===== config.mk =====
export PLATFORM = sky130hd
export DESIGN_NAME = player_op_exec
export DESIGN_NICKNAME = d
export VERILOG_FILES = /design/src/rtl/player_op_exec_pkg.sv /design/src/rtl/player_op_exec.sv
export SDC_FILE = /design/constraint.sdc
export NUM_CORES = 1
export LEC_CHECK = 0
export BUFFER_PORTS_ARGS = -buffer_cell sky130_fd_sc_hd__buf_2
export CAP_MARGIN = 0
export CORE_UTILIZATION = 45
export CTS_CLUSTER_SIZE = 30
export DETAILED_ROUTE_END_ITERATION = 12
export HOLD_SLACK_MARGIN = 0.15
export PLACE_DENSITY = 0.68
export SLEW_MARGIN = 20
export SYNTH_ARGS = -nofsm -noshare
export SYNTH_HDL_FRONTEND = slang
export SYNTH_SLANG_ARGS = --single-unit

===== constraint.sdc =====
create_clock -name clk -period 2.39 [get_ports clk]
set_input_delay 0.239 -clock clk [delete_from_list [all_inputs] [get_ports clk]]
set_output_delay 0.239 -clock clk [all_outputs]
set_load 0.01 [all_outputs]

===== src/rtl/player_op_exec_pkg.sv =====
// Shared widths, op codes and FSM state type for the player op executor.
// Op code values mirror the game-wide bus definitions used by the input stage.
package player_op_exec_pkg;

  localparam int X_W         = 4;
  localparam int Y_W         = 5;
  localparam int BOARD_H     = 20;
  localparam int PIECE_ROT_W = 2;

  localparam logic [Y_W-1:0] Y_LAST = Y_W'(BOARD_H - 1);

  localparam logic [2:0] OP_NULL  = 3'd0;
  localparam logic [2:0] OP_LEFT  = 3'd1;
  localparam logic [2:0] OP_RIGHT = 3'd2;
  localparam logic [2:0] OP_SPIN  = 3'd3;
  localparam logic [2:0] OP_DOWN  = 3'd4;
  localparam logic [2:0] OP_HOLD  = 3'd5;

  typedef enum logic [2:0] {
    ST_IDLE,
    ST_CHECK,
    ST_EVAL,
    ST_DONE,
    ST_GAP
  } op_state_e;

endpackage


===== src/rtl/player_op_exec.sv =====
// Applies one player op to the active piece, querying the collision checker per candidate.
// Owns piece position/rotation and the once-per-piece hold permission.
//  state | meaning
//  IDLE  | waiting for an op while op_state_en_i is high
//  CHECK | candidate presented on chk_*, waiting for chk_ack_i
//  EVAL  | apply registered checker verdict; hard drop may loop back to CHECK
//  DONE  | op_executed_o (plus hold_req_o / drop_done_o) for one cycle
//  GAP   | one idle cycle so the input stage can retire the op
module player_op_exec
  import player_op_exec_pkg::*;
(
  input  logic                   clk,
  input  logic                   reset,
  input  logic                   op_state_en_i,
  input  logic [2:0]             next_op_type_i,
  input  logic                   spawn_i,
  input  logic [X_W-1:0]         spawn_x_i,
  input  logic [Y_W-1:0]         spawn_y_i,
  output logic                   chk_req_o,
  output logic [X_W-1:0]         chk_x_o,
  output logic [Y_W-1:0]         chk_y_o,
  output logic [PIECE_ROT_W-1:0] chk_rot_o,
  input  logic                   chk_ack_i,
  input  logic                   chk_hit_i,
  output logic [X_W-1:0]         piece_x_o,
  output logic [Y_W-1:0]         piece_y_o,
  output logic [PIECE_ROT_W-1:0] piece_rot_o,
  output logic                   op_executed_o,
  output logic                   hold_valid_o,
  output logic                   hold_req_o,
  output logic                   drop_done_o
);

  op_state_e                state_q, state_d;
  logic [2:0]               op_q, op_d;
  logic [X_W-1:0]           x_q, x_d, cx_q, cx_d;
  logic [Y_W-1:0]           y_q, y_d, cy_q, cy_d;
  logic [PIECE_ROT_W-1:0]   rot_q, rot_d, cr_q, cr_d;
  logic                     hv_q, hv_d, hit_q, hit_d;
  logic                     drop_q, drop_d, hold_q, hold_d;

  always_comb begin
    state_d = state_q;
    op_d    = op_q;
    x_d     = x_q;
    y_d     = y_q;
    rot_d   = rot_q;
    cx_d    = cx_q;
    cy_d    = cy_q;
    cr_d    = cr_q;
    hv_d    = hv_q;
    hit_d   = hit_q;
    drop_d  = drop_q;
    hold_d  = hold_q;

    unique case (state_q)
      ST_IDLE: begin
        drop_d = 1'b0;
        hold_d = 1'b0;
        cx_d   = x_q;
        cy_d   = y_q;
        cr_d   = rot_q;
        if (op_state_en_i) begin
          op_d = next_op_type_i;
          case (next_op_type_i)
            OP_LEFT: begin
              if (x_q == '0) state_d = ST_DONE;
              else begin
                cx_d    = x_q - 1'b1;
                state_d = ST_CHECK;
              end
            end
            OP_RIGHT: begin
              cx_d    = x_q + 1'b1;
              state_d = ST_CHECK;
            end
            OP_SPIN: begin
              cr_d    = rot_q + 1'b1;
              state_d = ST_CHECK;
            end
            OP_DOWN: begin
              if (y_q == Y_LAST) begin
                drop_d  = 1'b1;
                state_d = ST_DONE;
              end else begin
                cy_d    = y_q + 1'b1;
                state_d = ST_CHECK;
              end
            end
            OP_HOLD: begin
              hold_d  = hv_q;
              hv_d    = 1'b0;
              state_d = ST_DONE;
            end
            default: state_d = ST_IDLE;
          endcase
        end
      end
      ST_CHECK: begin
        if (chk_ack_i) begin
          hit_d   = chk_hit_i;
          state_d = ST_EVAL;
        end
      end
      ST_EVAL: begin
        state_d = ST_DONE;
        if (!hit_q) begin
          x_d   = cx_q;
          y_d   = cy_q;
          rot_d = cr_q;
        end
        // Hard drop keeps stepping down until a hit or the bottom row
        if (op_q == OP_DOWN) begin
          if (hit_q || cy_q == Y_LAST) drop_d = 1'b1;
          else begin
            cy_d    = cy_q + 1'b1;
            state_d = ST_CHECK;
          end
        end
      end
      ST_DONE: state_d = ST_GAP;
      ST_GAP:  state_d = ST_IDLE;
      default: state_d = ST_IDLE;
    endcase

    if (spawn_i) begin
      state_d = ST_IDLE;
      x_d     = spawn_x_i;
      y_d     = spawn_y_i;
      rot_d   = '0;
      hv_d    = 1'b1;
      drop_d  = 1'b0;
      hold_d  = 1'b0;
    end
  end

  always_ff @(posedge clk) begin
    if (reset) begin
      state_q <= ST_IDLE;
      op_q    <= OP_NULL;
      x_q     <= '0;
      y_q     <= '0;
      rot_q   <= '0;
      cx_q    <= '0;
      cy_q    <= '0;
      cr_q    <= '0;
      hv_q    <= 1'b1;
      hit_q   <= 1'b0;
      drop_q  <= 1'b0;
      hold_q  <= 1'b0;
    end else begin
      state_q <= state_d;
      op_q    <= op_d;
      x_q     <= x_d;
      y_q     <= y_d;
      rot_q   <= rot_d;
      cx_q    <= cx_d;
      cy_q    <= cy_d;
      cr_q    <= cr_d;
      hv_q    <= hv_d;
      hit_q   <= hit_d;
      drop_q  <= drop_d;
      hold_q  <= hold_d;
    end
  end

  // A same-cycle spawn or reset swallows the retirement pulses
  logic pulse_ok;
  assign pulse_ok      = (state_q == ST_DONE) && !spawn_i && !reset;
  assign op_executed_o = pulse_ok;
  assign hold_req_o    = pulse_ok && hold_q;
  assign drop_done_o   = pulse_ok && drop_q;

  assign chk_req_o   = (state_q == ST_CHECK);
  assign chk_x_o     = cx_q;
  assign chk_y_o     = cy_q;
  assign chk_rot_o   = cr_q;
  assign piece_x_o   = x_q;
  assign piece_y_o   = y_q;
  assign piece_rot_o = rot_q;
  assign hold_valid_o = hv_q;

endmodule


Word-level counts from Yosys, hierarchy flattened
Index checks and enable logic that the tools add are counted.
Word-level totals
  input port bits: 18
  register bits: 32
  logic and storage cells: 89
Cells by class
  $add $sub $neg: 5
  bitwise logic cells: 1
  equal/unequal tests: 17
  multiplexer cells: 33
  reductions and logical operators: 21
Operators with widths (count)
  $mux W5: 8
  $pmux W3 S4: 2
  $mux W4: 5
  $eq A3 B2 Y1 const B: 4
  $mux W2: 6
  $add A5 B1 Y5 const B: 2
  $eq A5 B5 Y1 const B: 2
  $ne A2 B2 Y1 const B: 5
  $pmux W5 S2: 1
  $reduce_and A2 Y1: 5
  $eq A3 B3 Y1 const B: 3
  $reduce_and A3 Y1: 3
  $pmux W4 S2: 1
  $mux W1: 7
  $eq A3 B1 Y1 const B: 2
  $mux W3: 2
  $add A4 B1 Y4 const B: 1
  $logic_and A1 B1 Y1: 4
  $logic_not A4 Y1: 1
  $reduce_bool A2 Y1: 2
  $reduce_or A2 Y1: 2
  $sub A4 B1 Y4 const B: 1
  $logic_not A3 Y1: 1
  $add A2 B1 Y2 const B: 1
  5 further kinds: 6

Depth between registers and ports, before layout
Gate-level depths: netlist of the first run.
  word-level depth: 5
  gate-level depth with buffers: 6
  gate-level depth less buffers: 6

Least setup slack after synthesis of the first run
OpenSTA, ideal clock, no wires.
  kind: register -> register
  from: register x_q[0] (netlist: piece_x_o[0])
  to: register cx_q[0] (netlist: chk_x_o[0])
  buffers on the path: 0
  period minus slack after synthesis: 1.714 ns
  arrival: 1.623 ns
  stages on the path, launching flop included: 7
  setup slack: 0.676 ns
  cell sequence: dfxtp_1 > inv_1 > ha_1 > nor3b_1 > o21a_1 > or3_1 > a311oi_1
Between the ends
  word-level cells in the longest chain between the ends: 4
  elaborated cells between the ends (all ways): 6
RTL lines
  start, declared: RTL line player_op_exec.sv:36  | logic [X_W-1:0] x_q, x_d, cx_q, cx_d;
  start signal, assigned: RTL line player_op_exec.sv:141  | x_q <= '0;
  start signal, assigned: RTL line player_op_exec.sv:154  | x_q <= x_d;
  $sub A4 B1 Y4 / $logic_not A4 Y1 (equally long branches): RTL line player_op_exec.sv:69, player_op_exec.sv:67
  $mux W4: RTL line player_op_exec.sv:67  | if (x_q == '0) state_d = ST_DONE;
  $pmux W4 S2: RTL line player_op_exec.sv:65  | case (next_op_type_i)
  $mux W4 (*): RTL line player_op_exec.sv:63  | if (op_state_en_i) begin
  end signal, assigned: RTL line player_op_exec.sv:144  | cx_q <= '0;
  end signal, assigned: RTL line player_op_exec.sv:157  | cx_q <= cx_d;
  end, declared: RTL line player_op_exec.sv:36
Mark *: on every way between the ends. The rest lies on a longest branch, timed or not.
A chain may end at the register's enable or synchronous reset.

Worst setup path in the final report of the first run
  from: register state_q[1]
  to: register cy_q[3] (netlist: chk_y_o[3])
Between the ends
  word-level cells in the longest chain between the ends: 3
  elaborated cells between the ends (all ways): 7
RTL lines
  start, declared: RTL line player_op_exec.sv:34  | op_state_e state_q, state_d;
  start signal, assigned: RTL line player_op_exec.sv:152  | state_q <= state_d;
  $eq A3 B2 Y1 / $logic_not A3 Y1 (equally long branches): RTL line player_op_exec.sv:56  | unique case (state_q)
  $ne A2 B2 Y1 (no source line) / $reduce_bool A2 Y1 (equally long branches)
  $reduce_and A3 Y1 (no source line)
  end signal, assigned: RTL line player_op_exec.sv:158  | cy_q <= cy_d;
  end, declared: RTL line player_op_exec.sv:37  | logic [Y_W-1:0] y_q, y_d, cy_q, cy_d;
Several ways; a longest one is shown, not always the timed one.

==> metrics, run 1 <==
Async SR Flop Fraction=0; proportion of power drawn by flip-flops and latches=0.473; Max-Slew Margin vs Limit=0.615; upper clock frequency limit=511 MHz; layout cell share with drive strength beyond 1=0.210; power dissipated by switching net loads=between 0.3 and 0.4 mW; Synth Area in Adders=0.0251; min-delay worst type=in2reg; peak ir drop on the vdd network=between 0.2 and 0.3 mV; wire length of the first global-routing pass=between 8000 and 9000 um; PortBufs=44; Tightest Pin Transition=0.578 ns; main combinational cell family by area after synthesis=simple AND/OR/NAND/NOR gates; source of the critical timing path=state_q[1]; quantity of hold-fixing buffers added after cts=0; Post-Syn Area=0.00200 mm2; via count of the first global-routing pass=approximately 1800; synthesized-area fraction occupied by and/or/nand/nor cells=0.319; number of diodes=0; final setup skew=approximately 0.0076 ns; CTS buffer count=5; GRT Resource Usage Total=0.248; worst flop-to-flop path endpoint=chk_y_o[3]; maximum number of pins on one net before global-route repair=31; Synth Warn #=0; total clock sinks=32; number of gates given a new drive strength after cts=0; commonest cells after routing, fill and taps aside=buf_2 (44), dfxtp_1 (32), nand2_1 (21), nor2_1 (21), nand3_1 (16); required time of the critical path=between 2 and 3 ns; 1st-iter DRT viols=between 150 and 200; multiplexer share of the synthesized area=0.0150; count of final setup violators=0; post-synthesis xor/xnor area fraction=0.0132; Max Slew Vio Count=0; clock tree from TritonCTS=built; clock share of power=0.350; shortest period the worst path allows=roughly 2.0 ns; wirelength, routed=5420 um; min setup slack post-route=0.431 ns; number of cells in the design after placement=about 330; count of flip-flops with a built-in enable after synthesis=0; placeable core region=around 0.0041 mm2; complex-gate fraction of the synthesized area=0.241; number of max-cap violations=0; run status=complete, no violations; power per cell area=about 560 mW/mm2; DRC violations left=0; share of total power in combinational logic=0.177; synthesized netlist net count=277; first-pass iteration count of the detailed router=4; Critical Setup Path Class=reg2reg; I/O pins=between 40 and 50; insertion delay to the later sink of the worst-skew pair=0.29 ns; core utilization of the finished layout=0.562; post-synthesis instance total=255; Avg Vias per Cell=around 6; flip-flop and latch count after synthesis=32; count of H-tree levels built during CTS=2; CP endpoint=chk_y_o[3]; register clock-pin slew on the reported worst setup and hold paths=approximately 0.070 ns; reg-to-reg setup timing slack=roughly 0.43 ns; Starting Density=0.485; maximum fanout along the worst path=14; clock tree buffer depth=2; overflow left after global routing=0; Setup Fix Bufs, Post-CTS=0; switching fraction of total power=0.286; cell at the root of the clock tree=clkbuf_8; number of antenna violations at the first check in global routing=0; number of standard cells in the final layout excluding fillers=~340; DIE HEIGHT=roughly 69 um; sequential share of the synthesized area=0.321; Area Growth Syn to Fin=15.9%; data arrival time of the critical path=approximately 2.1 ns; number of distinct library cell variants in the gate-level netlist after synthesis=51; crit end category=register; internal power summed over all cells=between 0.9 and 1 mW; per-cell routed wire length=between 15 and 20 um; worst r2r path cells=4; ratio of final minimum period to clock period=0.820; # nets final=between 300 and 400; post-detailed-route count of antenna-violating nets=0; overall die width=roughly 69 um; number of vias after detailed routing=2049; GP Congestion=roughly 0.9; Hold Vio Cnt, Final=0; total power consumption of the routed design=around 1.3 mW; worst setup slack before clock tree synthesis=approximately 0.45 ns; commonest non-fill, non-tap cell in the layout=buf_2; total half-perimeter wirelength after legalization and detailed placement=about 3900 um; static power due to leakage=around 1 nW; critical register-to-register path startpoint=state_q[1]; Top FF cell, synth=dfxtp_1; category of the worst setup path launch point=register; Row Count=23; Total Neg Setup Slack=0 ns; unrepaired setup endpoints after global routing=false; Die Outline Area=between 0.004 and 0.005 mm2; post-synthesis average cell area=a little under 8 um2
-- critical path: stages, from the launching register on --
cell	delay [ns]
dfxtp_1	0.53
or3b_2	0.63
o211a_1	0.18
o311ai_0	0.35
a21oi_1	0.11
-- layer usage --
layer / part of all wire / up-vias / GRT usage
li1: - / 1029 / -
met1: 0.46 / 947 / 0.314
met2: 0.47 / 66 / 0.403
met3: 0.054 / 7 / 0.0493
met4: 0.017 / 0 / 0.109
met5: 0 / - / 0
-- worst min path at each step --
stage	startpoint	slack [ns]	endpoint	depth (start not counted)
after CTS	chk_hit_i	0.20	hit_q	3
after floorplan	chk_hit_i	0.39	hit_q	2
final	chk_hit_i	0.21	hit_q	3
after global routing	chk_hit_i	0.22	hit_q	3
after detailed placement	op_q[0]	0.46	op_q[0]	2
after global placement	op_q[0]	0.45	op_q[0]	2
-- metrics by stage --
stage	instance area, um2	hold slack, ns
final	2310	0.211
after global routing	2310	0.218
after CTS	2310	0.205
after detailed placement	2220	0.464
after global placement	2220	0.454
after floorplan	2000	0.387
-- cells in the mapped netlist, types with 2 or more instances --
| cell type | count | area, um2 |
|---|---|---|
| o211a_1 | 2 | 20.0 |
| or3_1 | 3 | 18.8 |
| o21a_1 | 2 | 15.0 |
| nand2_1 | 21 | 78.8 |
| nor3_1 | 12 | 60.1 |
| nor4bb_1 | 2 | 20.0 |
| o32ai_1 | 3 | 26.3 |
| nand2b_1 | 3 | 18.8 |
| and3_1 | 4 | 25.0 |
| o41ai_1 | 2 | 17.5 |
| inv_1 | 10 | 37.5 |
| o311ai_0 | 2 | 17.5 |
| nand3_1 | 16 | 80.1 |
| clkbuf_1 | 14 | 52.6 |
| a211o_1 | 2 | 17.5 |
| or3b_2 | 3 | 26.3 |
| ha_1 | 4 | 50.1 |
| nor3b_1 | 5 | 37.5 |
| or4_1 | 2 | 15.0 |
| xor2_1 | 3 | 26.3 |
| a311oi_1 | 7 | 61.3 |
| buf_6 | 2 | 22.5 |
| nor2_1 | 21 | 78.8 |
| nand4_1 | 4 | 25.0 |
| o21ai_0 | 14 | 70.1 |
| dfxtp_1 | 32 | 641 |
| a21oi_1 | 12 | 60.1 |
| a211oi_1 | 6 | 45.0 |
| mux2i_1 | 3 | 30.0 |
| nand4bb_1 | 3 | 33.8 |
| o31ai_1 | 2 | 15.0 |
| and2_1 | 5 | 31.3 |
| buf_2 | 2 | 10.0 |
| o211ai_1 | 4 | 30.0 |
| nor4_1 | 4 | 25.0 |
| a31oi_1 | 4 | 25.0 |
-- registers in the layout (all words and copies together), names as in the netlist --
name,count
chk_rot_o,2
chk_x_o,4
chk_y_o,5
drop_q,1
hit_q,1
hold_q,1
hold_valid_o,1
op_q,3
piece_rot_o,2
piece_x_o,4
piece_y_o,5
state_q,3
-- power by group through the flow --
stage               Clock (mW)  Combinational [mW]  Sequential (mW)
finish                   0.449               0.227            0.607
detailed placement           0               0.226            0.618
CTS                      0.464               0.227            0.606
floorplan                    0               0.150            0.614
global route             0.485               0.255            0.613
global placement             0               0.225            0.617
-- kinds of logic (layout without fill, tap and decap cells) --
| kind of cell | Yosys count | count (layout) |
|---|---|---|
| xor+xnor | 3 | 3 |
| buf+inv | 29 | 65 |
| fa+ha+maj | 4 | 4 |
| simple gates | 115 | 115 |
| flops | 32 | 32 |
| mux | 3 | 3 |
| compound gates | 69 | 69 |
-- final cells by class --
cell class	instances	area (um2)
clock buffer	7	96.3
fill	405	1800
multi-input combinational	194	1220
inverter	10	37.5
tap	50	62.6
timing repair buffer	48	250
sequential	32	641
No activity file was read; power rests on OpenSTA's default activity.
==> run 2, diff against run 1 <==
Clock period 2.39 ns to 1.9 ns, I/O delays scaled along.
==> metrics, run 2 (synthesis results as in run 1) <==
Max Slew Vio Count=0; count of final setup violators=0; required time of the critical path=roughly 2.1 ns; register clock-pin slew on the reported worst setup and hold paths=~0.070 ns; first-pass iteration count of the detailed router=5; static power due to leakage=between 1 and 1.5 nW; total area of multi-input combinational cells=between 0.001 and 0.0015 mm2; power dissipated by switching net loads=0.485 mW; wirelength, routed=between 5000 and 6000 um; number of filler instances in the final layout=around 380; Area Growth Syn to Fin=23.3%; maximum number of pins on one net before global-route repair=30; Hold Path Sink=hit_q; Max-Slew Margin vs Limit=0.666; shortest period the worst path allows=~1.8 ns; min-delay worst type=in2reg; Total Neg Setup Slack=0 ns; Avg Vias per Cell=around 6.1; critical register-to-register path startpoint=op_q[2]; data arrival time of the critical path=~1.9 ns; number of vias after detailed routing=approximately 2200; insertion delay to the later sink of the worst-skew pair=slightly below 0.3 ns; commonest non-fill, non-tap cell in the layout=buf_2; proportion of power drawn by flip-flops and latches=0.451; Die Outline Area=0.00471 mm2; maximum fanout along the worst path=5; Critical Setup Path Class=reg2reg; ratio of final minimum period to clock period=0.928; via count of the first global-routing pass=about 1900; min setup slack post-route=roughly 0.14 ns; peak ir drop on the vdd network=0.433 mV; GP Congestion=~0.87; WHS Path Cells=3; clock tree from TritonCTS=built; CTS buffer count=5; clock tree buffer depth=2; Setup Fix Bufs, Post-CTS=0; overall die width=a little under 70 um; Hold Vio Cnt, Final=0; worst setup slack before clock tree synthesis=between 0.1 and 0.15 ns; final setup skew=0.00780 ns; 1st-iter DRT viols=~220; worst-case hold slack=roughly 0.16 ns; wire length of the first global-routing pass=approximately 9100 um; GRT Resource Usage Total=0.263; PortBufs=44; share of total power in combinational logic=0.200; reg-to-reg setup timing slack=0.14 ns; cell at the root of the clock tree=clkbuf_8; commonest cells after routing, fill and taps aside=buf_2 (44), dfxtp_1 (31), buf_4 (22); DIE HEIGHT=slightly below 70 um; crit end category=register; switching fraction of total power=0.292; total power consumption of the routed design=roughly 1.7 mW; Starting Density=0.485; worst r2r path cells=4; per-cell routed wire length=15.8 um; launch point of the worst hold path=chk_hit_i; run status=complete, no violations; number of max-cap violations=0; number of antenna violations at the first check in global routing=0; number of diodes=0; count of H-tree levels built during CTS=2; overflow left after global routing=0; # nets final=331; category of the worst setup path launch point=register; I/O pins=45; worst flop-to-flop path endpoint=chk_y_o[4]; internal power summed over all cells=1.18 mW; post-detailed-route count of antenna-violating nets=0; Tightest Pin Transition=between 0.5 and 0.6 ns; total half-perimeter wirelength after legalization and detailed placement=between 4000 and 5000 um; Reg area=642 um2; unrepaired setup endpoints after global routing=false; DRC violations left=0; power per cell area=~680 mW/mm2; upper clock frequency limit=~570 MHz; placeable core region=roughly 0.0041 mm2; Row Count=23; total clock sinks=32; layout cell share with drive strength beyond 1=0.265; clock share of power=0.349
==> run 2: cell types whose count changed in the layout (fill, tap and decap cells not counted), sizes merged <==
cell and change:
buf +18
==> run 2: final cells by class <==
type                            instances  area share
Clock buffer                            7      0.0391
Multi-Input combinational cell        194       0.503
Inverter                               10      0.0153
Tap cell                               50      0.0254
Sequential cell                        32       0.261
Timing Repair Buffer                   66       0.157
==> run 2: worst max-delay path by stage <==
stage / start / slack (ns) / to
6_report: op_q[2] / 0.14 / chk_y_o[4]
5_1_grt: chk_y_o[0] / 0.04 / drop_q
4_1_cts: piece_x_o[1] / 0.09 / chk_x_o[2]
3_5_place_dp: piece_x_o[1] / 0.10 / chk_x_o[2]
3_3_place_gp: op_q[2] / 0.19 / chk_y_o[4]
2_1_floorplan: piece_x_o[0] / 0.19 / chk_x_o[0]
==> run 2: worst max-delay path, cell delays in order (launching register included) <==
cell,delay [ns]
dfxtp_1,0.35
nor3b_1,0.45
a31oi_1,0.28
o311ai_0,0.42
o41ai_1,0.13
==> run 2: what timing repair did <==
item	4_1_cts	5_1_grt
gates resized for setup	0	4
hold buffers	0	0
setup endpoints to repair	0	6
==> run 2: metal layers <==
| layer | wire (um) | track usage | vias up |
|---|---|---|---|
| met4 | 153 | 0.117 | 0 |
| met1 | 2560 | 0.319 | 1012 |
| met3 | 353 | 0.0609 | 13 |
| met2 | 2590 | 0.440 | 91 |
| li1 | - | - | 1065 |
| met5 | 0 | 0 | - |
==> run 2: power by group through the flow <==
stage / Clock, mW / Sequential, mW / Combinational (mW)
5_1_grt: 0.620 / 0.755 / 0.369
3_5_place_dp: 0 / 0.763 / 0.328
4_1_cts: 0.588 / 0.748 / 0.329
3_3_place_gp: 0 / 0.763 / 0.325
2_1_floorplan: 0 / 0.772 / 0.188
6_report: 0.580 / 0.749 / 0.333
==> run 2: per-stage QoR <==
stage / area (um2) / cells / utilization
global route: 2460 / 359 / 0.598
global placement: 2350 / 352 / 0.571
detailed placement: 2350 / 352 / 0.571
finish: 2460 / 359 / 0.598
floorplan: 2000 / 255 / -
CTS: 2450 / 359 / 0.595
==> run 3, diff against run 2 <==
Settings changed: ABC_CLOCK_PERIOD_IN_PS set to 1900, CORE_MARGIN set to 3, CTS_CLUSTER_SIZE 30 to 24.
==> metrics, run 3 (synthesis results as in run 1) <==
Row Count=23; maximum fanout along the worst path=9; run status=complete, no violations; clock tree buffer depth=2; category of the worst setup path launch point=register; Starting Density=0.482; Critical Setup Path Class=reg2reg; register clock-pin slew on the reported worst setup and hold paths=around 0.07 ns; # nets final=around 330; core utilization of the finished layout=0.582; first-pass iteration count of the detailed router=4; GRT Resource Usage Total=0.230; insertion delay to the later sink of the worst-skew pair=0.29 ns; commonest cells after routing, fill and taps aside=buf_2 (44), dfxtp_1 (31), nand2_1 (21), nor2_1 (21), buf_4 (18); Total Neg Setup Slack=0 ns; min setup slack post-route=between 0.1 and 0.15 ns; Hold Vio Cnt, Final=0; crit end category=register; final setup skew=between 0.006 and 0.007 ns; unrepaired setup endpoints after global routing=false; cell at the root of the clock tree=clkbuf_8; total half-perimeter wirelength after legalization and detailed placement=around 4200 um; commonest non-fill, non-tap cell in the layout=buf_2; overflow left after global routing=0; DRC violations left=0; chain of cells forming the critical path=or3b_2, nor2_1, buf_4, nand2_1, a311oi_1; PortBufs=44; power per cell area=659 mW/mm2; total clock sinks=32; delay of the slowest cell on the worst path=between 0.5 and 0.6 ns; Max Slew Vio Count=0; placeable core region=between 0.004 and 0.005 mm2; data arrival time of the critical path=roughly 2.0 ns; count of H-tree levels built during CTS=2; DIE HEIGHT=~73 um; per-cell routed wire length=about 16 um; worst-case hold slack=0.161 ns; post-detailed-route count of antenna-violating nets=0; layout cell share with drive strength beyond 1=0.252; static power due to leakage=1.05 nW; worst setup slack before clock tree synthesis=roughly 0.085 ns; ratio of final minimum period to clock period=0.930; shortest period the worst path allows=approximately 1.8 ns; I/O pins=45; Avg Vias per Cell=6.09; maximum number of pins on one net before global-route repair=30; Setup Fix Bufs, Post-CTS=0; number of antenna violations at the first check in global routing=0; number of filler instances in the final layout=420; min-delay worst type=in2reg; Area Growth Syn to Fin=20.8%; number of diodes=0; upper clock frequency limit=566 MHz; clock tree from TritonCTS=built; number of vias after detailed routing=2163; peak ir drop on the vdd network=around 0.33 mV; wirelength, routed=a little under 6000 um; Die Outline Area=0.00527 mm2; overall die width=72.6 um; required time of the critical path=2.09 ns; 1st-iter DRT viols=between 100 and 150; via count of the first global-routing pass=2000; wire length of the first global-routing pass=9580 um; CTS buffer count=5; Max-Slew Margin vs Limit=0.652; GP Congestion=between 0.8 and 0.9; count of final setup violators=0; Tightest Pin Transition=roughly 0.52 ns; slowest cell on the critical path=or3b_2; number of max-cap violations=0
-- run 3: final cells by class --
cell class	instances	area [um2]	area share
repair buffers	62	355	0.147
well taps	50	62.6	0.0259
flip-flops and latches	32	642	0.266
clock buffers	6	72.6	0.0301
multi-input cells	194	1240	0.513
clock inverters	1	5.00	0.00208
inverters	10	37.5	0.0156
-- run 3: critical path: cells and delay by family (launching register included) --
| kind | cells | cell delay (ns) |
|---|---|---|
| and+or+nand+nor | 3 | 0.82 |
| DFF | 1 | 0.39 |
| AOI/OAI and AO/OA | 1 | 0.26 |
| buffers and inverters | 1 | 0.20 |
-- run 3: through the flow --
stage	power [mW]	cell area [um2]	cells
6_report	1.59	2410	355
5_1_grt	1.66	2410	355
4_1_cts	1.59	2400	355
3_5_place_dp	1.09	2320	348
3_3_place_gp	1.09	2320	348
2_1_floorplan	0.961	2000	255
-- run 3: where the power goes --
group | total (mW) | switching (mW) | internal, mW | leakage [nW]
clock | 0.507 | 0.258 | 0.249 | 0.0410
sequential | 0.747 | 0.0382 | 0.709 | 0.263
combinational | 0.335 | 0.191 | 0.144 | 0.742
-- run 3: path summary, 6_finish.rpt --
| check | slack [ns] | cells past startpoint | start | end |
|---|---|---|---|---|
| hold / removal | 0.16 | 3 | chk_hit_i | hit_q |
| setup reg to reg | 0.13 | 5 | state_q[2] | piece_x_o[2] |
| setup / recovery | 0.13 | 5 | state_q[2] | piece_x_o[2] |
| hold reg to reg | 0.48 | 2 | op_q[1] | op_q[1] |
-- run 3: what timing repair did --
action / in CTS / in global routing
endpoints found under the setup margin: 0 / 5
hold buffers: 0 / 0
gates resized for setup: 0 / 3
-- run 3: per-layer routing --
layer  GRT usage  share of wire  wire length [um]  up-vias
met1       0.315           0.46              2660     1017
met3      0.0455          0.077               447        6
li1            -              -                 -     1058
met2       0.362           0.45              2650       82
met4      0.0758          0.011                65        0
met5           0              0                 0        -
